--- src/rtl/ram512_block_mover.sv ---
// ram512_block_mover: sequential fill / copy engine in front of a 512-word RAM.
// Fill writes one constant per cycle over an address range. Copy moves a range
// two cycles per word: one cycle to read the source, one cycle to write it.
// Address arithmetic is modulo 2**ADDR_W, so a range that runs past the top of
// the RAM wraps round to address 0.
module ram512_block_mover #(
  parameter int ADDR_W = 9,
  parameter int DATA_W = 16,
  parameter int LEN_W  = 10
) (
  input  logic              clk,
  input  logic              reset,
  input  logic              start,
  input  logic              mode,
  input  logic [ADDR_W-1:0] src,
  input  logic [ADDR_W-1:0] dst,
  input  logic [LEN_W-1:0]  len,
  input  logic [DATA_W-1:0] fill_val,
  input  logic [DATA_W-1:0] mem_out,
  output logic [DATA_W-1:0] mem_in,
  output logic [ADDR_W-1:0] mem_address,
  output logic              mem_load,
  output logic              busy,
  output logic              done
);

  typedef enum logic [2:0] {
    S_IDLE,
    S_FILL,
    S_RD,
    S_WR,
    S_DONE
  } state_t;

  // Largest request the RAM can hold; longer requests are clamped to it.
  localparam logic [LEN_W-1:0] MAX_LEN = LEN_W'(1 << ADDR_W);

  state_t state;
  state_t state_nxt;

  // Operands captured when a request is accepted, so the caller may change
  // its inputs freely while the operation runs.
  logic [ADDR_W-1:0] src_q;
  logic [ADDR_W-1:0] dst_q;
  logic [DATA_W-1:0] fill_q;
  logic [LEN_W-1:0]  last_q;    // index of the final word (clamped len - 1)
  logic [LEN_W-1:0]  idx_q;     // word index i within the range
  logic [DATA_W-1:0] hold_q;    // source word read in RD, written in WR

  logic [LEN_W-1:0]  len_clamped;
  logic [ADDR_W-1:0] offset;
  logic              is_last;

  assign len_clamped = (len > MAX_LEN) ? MAX_LEN : len;
  // idx_q never exceeds 511 while addressing, so the low bits are the offset.
  assign offset      = idx_q[ADDR_W-1:0];
  assign is_last     = (idx_q == last_q);

  // State register; reset drops the engine straight back to IDLE.
  // NOTE: clocked state uses non-blocking (<=) so every register samples the
  // pre-edge values; blocking (=) here would create order-dependent races.
  always_ff @(posedge clk or posedge reset) begin
    if (reset) begin
      state <= S_IDLE;
    end else begin
      state <= state_nxt;
    end
  end

  // Next-state and output decode, purely from registered state and counters.
  // NOTE: every output gets a default before the case statement, so no path
  // leaves a signal unassigned and no latch is inferred.
  always_comb begin
    state_nxt   = state;
    mem_load    = 1'b0;
    mem_address = '0;
    mem_in      = '0;
    busy        = 1'b0;
    done        = 1'b0;

    case (state)
      S_IDLE: begin
        if (start) begin
          if (len_clamped == '0) begin
            state_nxt = S_DONE;
          end else if (mode) begin
            state_nxt = S_RD;
          end else begin
            state_nxt = S_FILL;
          end
        end
      end

      S_FILL: begin
        mem_address = dst_q + offset;
        mem_in      = fill_q;
        mem_load    = 1'b1;
        busy        = 1'b1;
        if (is_last) begin
          state_nxt = S_DONE;
        end
      end

      S_RD: begin
        mem_address = src_q + offset;
        busy        = 1'b1;
        state_nxt   = S_WR;
      end

      S_WR: begin
        mem_address = dst_q + offset;
        mem_in      = hold_q;
        mem_load    = 1'b1;
        busy        = 1'b1;
        state_nxt   = is_last ? S_DONE : S_RD;
      end

      S_DONE: begin
        done      = 1'b1;
        state_nxt = S_IDLE;
      end

      default: begin
        state_nxt = S_IDLE;
      end
    endcase
  end

  // Operand capture on acceptance, word counter and copy hold register.
  // NOTE: the hold register is an ordinary flop, not a memory, so it is
  // cleared by reset along with every other register.
  always_ff @(posedge clk or posedge reset) begin
    if (reset) begin
      src_q  <= '0;
      dst_q  <= '0;
      fill_q <= '0;
      last_q <= '0;
      idx_q  <= '0;
      hold_q <= '0;
    end else begin
      case (state)
        S_IDLE: begin
          if (start) begin
            src_q  <= src;
            dst_q  <= dst;
            fill_q <= fill_val;
            // Wraps to all-ones for len=0, which is harmless: that request
            // goes straight to DONE and never consults last_q.
            last_q <= len_clamped - LEN_W'(1);
            idx_q  <= '0;
          end
        end
        S_FILL:  idx_q  <= idx_q + LEN_W'(1);
        S_RD:    hold_q <= mem_out;
        S_WR:    idx_q  <= idx_q + LEN_W'(1);
        default: ;
      endcase
    end
  end

endmodule

--- config.mk ---
export PLATFORM = sky130hd
export DESIGN_NAME = ram512_block_mover
export DESIGN_NICKNAME = d
export VERILOG_FILES = /design/src/rtl/ram512_block_mover.sv
export SDC_FILE = /design/constraint.sdc
export NUM_CORES = 1
export LEC_CHECK = 0
export ABC_AREA = 1
export BUFFER_PORTS_ARGS = -buffer_cell sky130_fd_sc_hd__buf_2
export CORE_ASPECT_RATIO = 0.75
export CORE_MARGIN = 4
export CORE_UTILIZATION = 54
export CTS_CLUSTER_SIZE = 28
export DETAILED_ROUTE_END_ITERATION = 10
export MAX_ROUTING_LAYER = met4
export PLACE_DENSITY = 0.84
export SLEW_MARGIN = 10
export SYNTH_ARGS = -nofsm -noshare
export SYNTH_HDL_FRONTEND = slang
export SYNTH_SLANG_ARGS = --single-unit
export TNS_END_PERCENT = 30
--- constraint.sdc ---
create_clock -name clk -period 3.5 [get_ports clk]
set_clock_uncertainty 0.1 [all_clocks]
set_input_delay 0.7 -clock clk [delete_from_list [all_inputs] [get_ports clk]]
set_output_delay 0.7 -clock clk [all_outputs]
set_load 0.01 [all_outputs]
* Yosys cells after proc, flatten, opt, wreduce, memory -nomap -nowiden
Cells that the tools add are included.
** Word-level totals
- Output and inout bits :: 28
- Flip-flop bits (word level) :: 73
** Cells by class
- Multiplexer cells :: 14
- Equal/unequal tests :: 7
- Reduce and logical (&&, ||, !) cells :: 8
- $add $sub $neg :: 4
- Magnitude comparators :: 1
** Operators with widths (number)
- $pmux 16 s2 :: 1
- $mux 10 :: 2
- $pmux 10 s2 :: 1
- $add 9x9->9 :: 2
- $pmux 9 s2 :: 1
- $mux 3 :: 4
- $pmux 3 s4 :: 1
- $add 10x1->10 const B :: 1
- $eq 10x10->1 :: 1
- $gt 10x10->1 const B :: 1
- $logic_not 10->1 :: 1
- $sub 10x1->10 const B :: 1
- $eq 3x2->1 const B :: 2
- $reduce_and 2->1 :: 3
- $ne 2x2->1 const B :: 2
- $eq 3x1->1 const B :: 1
- $eq 3x3->1 const B :: 1
- $logic_not 3->1 :: 1
- $mux 1 :: 3
- $reduce_or 3->1 :: 1
- $mux 2 :: 1
- $reduce_bool 2->1 :: 1
- $reduce_or 2->1 :: 1

* Logic depth before layout (Yosys ltp)
- Depth after elaboration :: 6
- Depth in mapped cells :: 16

* Least setup slack after synthesis
No wires, ideal clock.
- Kind :: register to output
- Start :: reg state[2]
- End :: out mem_address[6]
- Path buffers :: 2
- Path slack :: 0.341 ns
- Data arrival time :: 2.359 ns
- Cell stages (with the launch flop) :: 16
- Cell sequence :: dfrtp_1 -> buf_2 -> nor2_4 -> inv_2 -> clkbuf_1 -> nand2_1 -> o21ai_0 -> ha_1 -> fa_1 -> nand3_1 -> nand3_1 -> nand2_1 -> nand2_1 -> a21oi_1 -> xor2_1 -> nor2_1
** On the way
- Longest elaborated chain between the ends :: 3
- Elaborated cells on any way between the ends :: 5
** RTL lines
- start, declared :: RTL line 38 : state_t state;
- start signal, assigned :: RTL line 66 : state <= state_nxt;
- $eq 3x1->1 or $eq 3x2->1 (tied branches) :: RTL line 81 : case (state)
- $reduce_or 2->1 (no line)
- $pmux 9 s2 * :: RTL line 81
- end, declared :: RTL line 21 : output logic [ADDR_W-1:0] mem_address,
Every way passes the cells marked *; elsewhere a longest branch is shown, timed or not.

* Worst setup path after layout
- Start :: reg state[0]
- End :: out mem_address[6]
The elaborated chain is that of the path after synthesis.

==> results by stage <==
Timing:
- For the pin with the worst max-slew slack, the measured transition is 0.579 ns.
- The setup total negative slack is 0 ns.
- The headroom to the max-slew limit is 61.4%.
- Setup slack closes at 0.164 ns.
- Hold is met by 0.278 ns.
- The worst path needs 3.34 ns of the cycle, external delays included.
- The final clock period utilization by the worst path is 95.3%.
- The max-slew violation count is 0.
- The highest clock frequency the design can meet is 0.300 GHz.
- The final number of hold-violating endpoints is 0.
- The total of endpoints with negative setup slack in the final report is 0.
- Setup repair after global routing could not meet its margin everywhere.

Floorplanning:
- The total area inside the core boundary comes to about 7300 um^2.
- The standard-cell row count is 27.
- The initial standard-cell utilization of the core is 55.6%.
- The number of top-level pins is slightly above 90.
- The die covers 9010 um^2.
- The y dimension of the die is 83.2 um.
- The horizontal die dimension is roughly 110 um.

Detailed routing:
- Summed over all layers, the routed wires come to 9.87 mm.
- After the first detailed-routing iteration, the DRC count stood at 310.
- The pre-antenna-repair detailed-routing pass consisted of 5 iterations.
- Detailed routing inserted a total of around 3.8k vias.
- The post-detailed-route wirelength per cell is 13.3 um.
- The post-detailed-route DRC marker count is 0.
- Once detail routing completed, the nets flagged for antenna violations numbered 0.
- After detailed routing, the number of vias per cell comes to 5.15.

Worst setup path:
- The maximum cell stage delay along the critical path is 0.39 ns.
- Walking the worst path, the cells encountered are inv_2, nor2_4, inv_6, nand2_1, o21ai_0, ha_2, fa_2, nand3_1, nand3_2, nand2_1, nand2_1, a21oi_2, xor2_1, nor2_1, buf_2.
- Among the stages of the critical path, the cell type that occurs most often is sky130_fd_sc_hd__nand2_1.
- STA classifies the critical path startpoint as a register.
- The launch instance of the worst register-to-register path is state[1].
- The critical path is of the register to primary output type.
- The worst register-to-register path ends at dst_q[2].
- The largest fanout on the critical path is 16.
- The critical path data arrival time is between 2 and 3 ns.
- The sort of element at the end of the critical path is a primary output.
- For flop-to-flop paths, the worst setup slack is approximately 1.5 ns.
- The required time at the endpoint of the critical path is 2.70 ns.
- The slowest stage of the critical path belongs to the cell sky130_fd_sc_hd__dfrtp_1.
- The depth of the worst register-to-register path is 8.

Global routing:
- The via count of the first global-routing pass was 3645.
- The met2 track demand over resource in global routing is 34.8%.
- The number of antenna violations at the first check in global routing is 0.
- The remaining global-route overflow is 0.
- Global routing used 5.13% of the available met3 tracks.
- Entering global routing, the biggest net connects 63 pins.
- The layer with the highest usage is met2.
- The global-route wire length before repair is 16.6 mm.
- In the global route stage, met1 resource usage came out at 32.5%.
- Global routing used 23.4% of the available tracks.

Outcome:
- The run finished with clean final reports.

Synthesis:
- The register area share after synthesis is between 40% and 50%.
- After synthesis, the cell types taking the most area are sky130_fd_sc_hd__dfrtp_1 (45%), sky130_fd_sc_hd__nand2_1 (20%), sky130_fd_sc_hd__o21ai_0 (5.5%).
- The area fraction of the dominant cell type after synthesis is 44.8%.
- The synthesized area divided by synthesized cell count is between 7 and 8 um^2.
- In the synthesized netlist, the number of instances is 546.
- During synthesis, Yosys emitted a total of 0 warnings.
- Yosys mapped the design onto 32 distinct sky130hd cell types.
- The summed instance area of the synthesized netlist is about 4000 um^2.
- The number of flip-flops and latches in the synthesized netlist is 73.
- Counting every net in the synthesized netlist gives 621.
- The dominant cell type by area after synthesis is sky130_fd_sc_hd__dfrtp_1.

Clock tree:
- The clock reaches the later pin of the worst-skew pair after 0.35 ns.
- The CTS tree is built.
- The clock tree buffer depth is 2.
- The post-CTS setup buffer count is 0.
- Clock-pin slew was measured on the worst setup and hold paths at 0.09 ns.
- The tree is rooted in a sky130_fd_sc_hd__clkbuf_8.
- The number of clock buffers added by TritonCTS is 9.
- The number of H-tree branching levels is 3.
- The number of clock sinks is 73.
- The hold-fix buffer count after cts is 0.

Pwr:
- The largest voltage drop on the vdd net is 0.000537 V.
- The leakage power is 2.60 nW.
- Dividing total power by cell area gives a power density of 863 nW/um^2.

Final layout:
- The ratio of cells with drive above 1 in the final layout is 23.1%.
- Compared with the post-synthesis result, the final layout area differs by 18.0%.
- The net count of the finished layout is between 700 and 800.
- 0 antenna diodes ended up in the layout.
- The count of cells in the finished layout, fillers not included, comes to 742.

Placed design:
- The number of placed instances, taps included is 726.
- Detailed placement ended at an HPWL of 7.16 mm.
- OpenSTA, run right after detailed placement, puts the worst setup slack at 0.327 ns.
- The final weighted congestion of routability-driven global placement is 0.879.
- The count of buffers added on input and output ports is 91.

Job:
- The max-cap violation count is 0.

Hold path:
- In this run the worst hold path is classified as input port to asynchronous set/reset pin.
==> critical path, delay by kind of cell (launching register included) <==
family	cells	cell delay, ns
adders and majority gates	2	0.54
xor gates and xnor gates	1	0.16
and+or+nand+nor	7	0.59
buffers and inverters	3	0.28
DFF	1	0.39
AOI/OAI and AO/OA	2	0.21
==> metrics by stage <==
stage,instance area [um^2],utilization [%],total power (W)
floorplan,4070,-,0.00289
global placement,4610,62.8,0.00344
detailed placement,4610,62.8,0.00352
CTS,4790,65.3,0.00414
global route,4810,65.6,0.00454
finish,4810,65.6,0.00415
==> worst max-delay path by stage <==
| stage | start | endpoint | depth (start not counted) |
|---|---|---|---|
| after global routing | state[0] | mem_address[6] | 15 |
| after global placement | state[0] | mem_address[6] | 14 |
| final | state[0] | mem_address[6] | 15 |
| after floorplan | state[2] | mem_address[6] | 15 |
| after detailed placement | state[0] | mem_address[6] | 14 |
| after CTS | state[0] | mem_address[6] | 14 |
==> final cells by class <==
type / count / area, um^2
fill: 624 / 2520
multi-input combinational: 393 / 1940
sequential: 73 / 1830
timing repair buffer: 97 / 500
inverter: 62 / 238
tap: 101 / 126
clock buffer: 9 / 124
clock inverter: 7 / 53.8
==> synthesized netlist by cell type <==
cell / instances
sky130_fd_sc_hd__nand2_1: 214
sky130_fd_sc_hd__dfrtp_1: 73
sky130_fd_sc_hd__inv_1: 55
sky130_fd_sc_hd__o21ai_0: 45
sky130_fd_sc_hd__nor2_1: 29
sky130_fd_sc_hd__a21oi_1: 20
sky130_fd_sc_hd__nand3_1: 16
sky130_fd_sc_hd__o21ai_2: 11
sky130_fd_sc_hd__buf_2: 10
sky130_fd_sc_hd__ha_1: 10
sky130_fd_sc_hd__xor2_1: 10
sky130_fd_sc_hd__inv_2: 7
sky130_fd_sc_hd__clkbuf_1: 6
sky130_fd_sc_hd__o21ai_1: 6
sky130_fd_sc_hd__nand4_1: 4
sky130_fd_sc_hd__xnor2_1: 4
sky130_fd_sc_hd__nor3_2: 3
sky130_fd_sc_hd__o22ai_1: 3
sky130_fd_sc_hd__or2_1: 3
sky130_fd_sc_hd__buf_6: 2
sky130_fd_sc_hd__nand2_2: 2
sky130_fd_sc_hd__nor2_4: 2
sky130_fd_sc_hd__o211ai_1: 2
sky130_fd_sc_hd__a211oi_1: 1
sky130_fd_sc_hd__a22o_1: 1
sky130_fd_sc_hd__fa_1: 1
sky130_fd_sc_hd__mux2i_1: 1
sky130_fd_sc_hd__nand3_2: 1
sky130_fd_sc_hd__nor4_1: 1
sky130_fd_sc_hd__o31ai_1: 1
sky130_fd_sc_hd__o41ai_1: 1
sky130_fd_sc_hd__or2_2: 1
==> logic make-up (layout without fill, tap and decap cells) <==
kind of cell | after synthesis | after routing | share of synthesized area, %
AOI/OAI and AO/OA | 91 | 91 | 12.7
and+or+nand+nor | 276 | 276 | 27.6
adders and majority gates | 11 | 11 | 3.56
muxes | 1 | 1 | 0.246
xor gates and xnor gates | 14 | 14 | 3.01
buffers and inverters | 80 | 175 | 8.05
DFF | 73 | 73 | 44.8
==> power by group <==
group | internal (W) | switching (W)
sequential | 0.00122 | 0.000234
combinational | 0.000728 | 0.00136
clock | 0.000262 | 0.000340
==> sequential cells by signal, indices dropped and copies added (netlist names) <==
register  cells
dst_q         9
fill_q       16
hold_q       16
idx_q        10
last_q       10
src_q         9
state         3
==> per-layer routing <==
layer / vias up / share of wire (%)
li1: 1906 / -
met1: 1770 / 46
met2: 130 / 45
met3: 17 / 6.6
met4: 0 / 1.5
met5: - / 0
==> cells in the final DEF (no fill, tap or decap), types with 8 or more instances in the layout <==
cell / synthesis / final
sky130_fd_sc_hd__inv_2: 7 / 8
sky130_fd_sc_hd__buf_2: 10 / 91
sky130_fd_sc_hd__nand2_1: 214 / 214
sky130_fd_sc_hd__nor2_1: 29 / 29
sky130_fd_sc_hd__a21oi_1: 20 / 19
sky130_fd_sc_hd__o21ai_2: 11 / 12
sky130_fd_sc_hd__o21ai_0: 45 / 44
sky130_fd_sc_hd__inv_1: 55 / 53
sky130_fd_sc_hd__xor2_1: 10 / 10
sky130_fd_sc_hd__ha_1: 10 / 9
sky130_fd_sc_hd__nand3_1: 16 / 15
sky130_fd_sc_hd__clkbuf_8: 0 / 9
sky130_fd_sc_hd__dfrtp_1: 73 / 72
==> what timing repair did <==
item                                    4_1_cts  5_1_grt
cloned                                        0        0
endpoints found under the setup margin        2        4
gates resized for setup                       2        8
pin swaps                                     0        1
(Power assumes the default switching activity.)
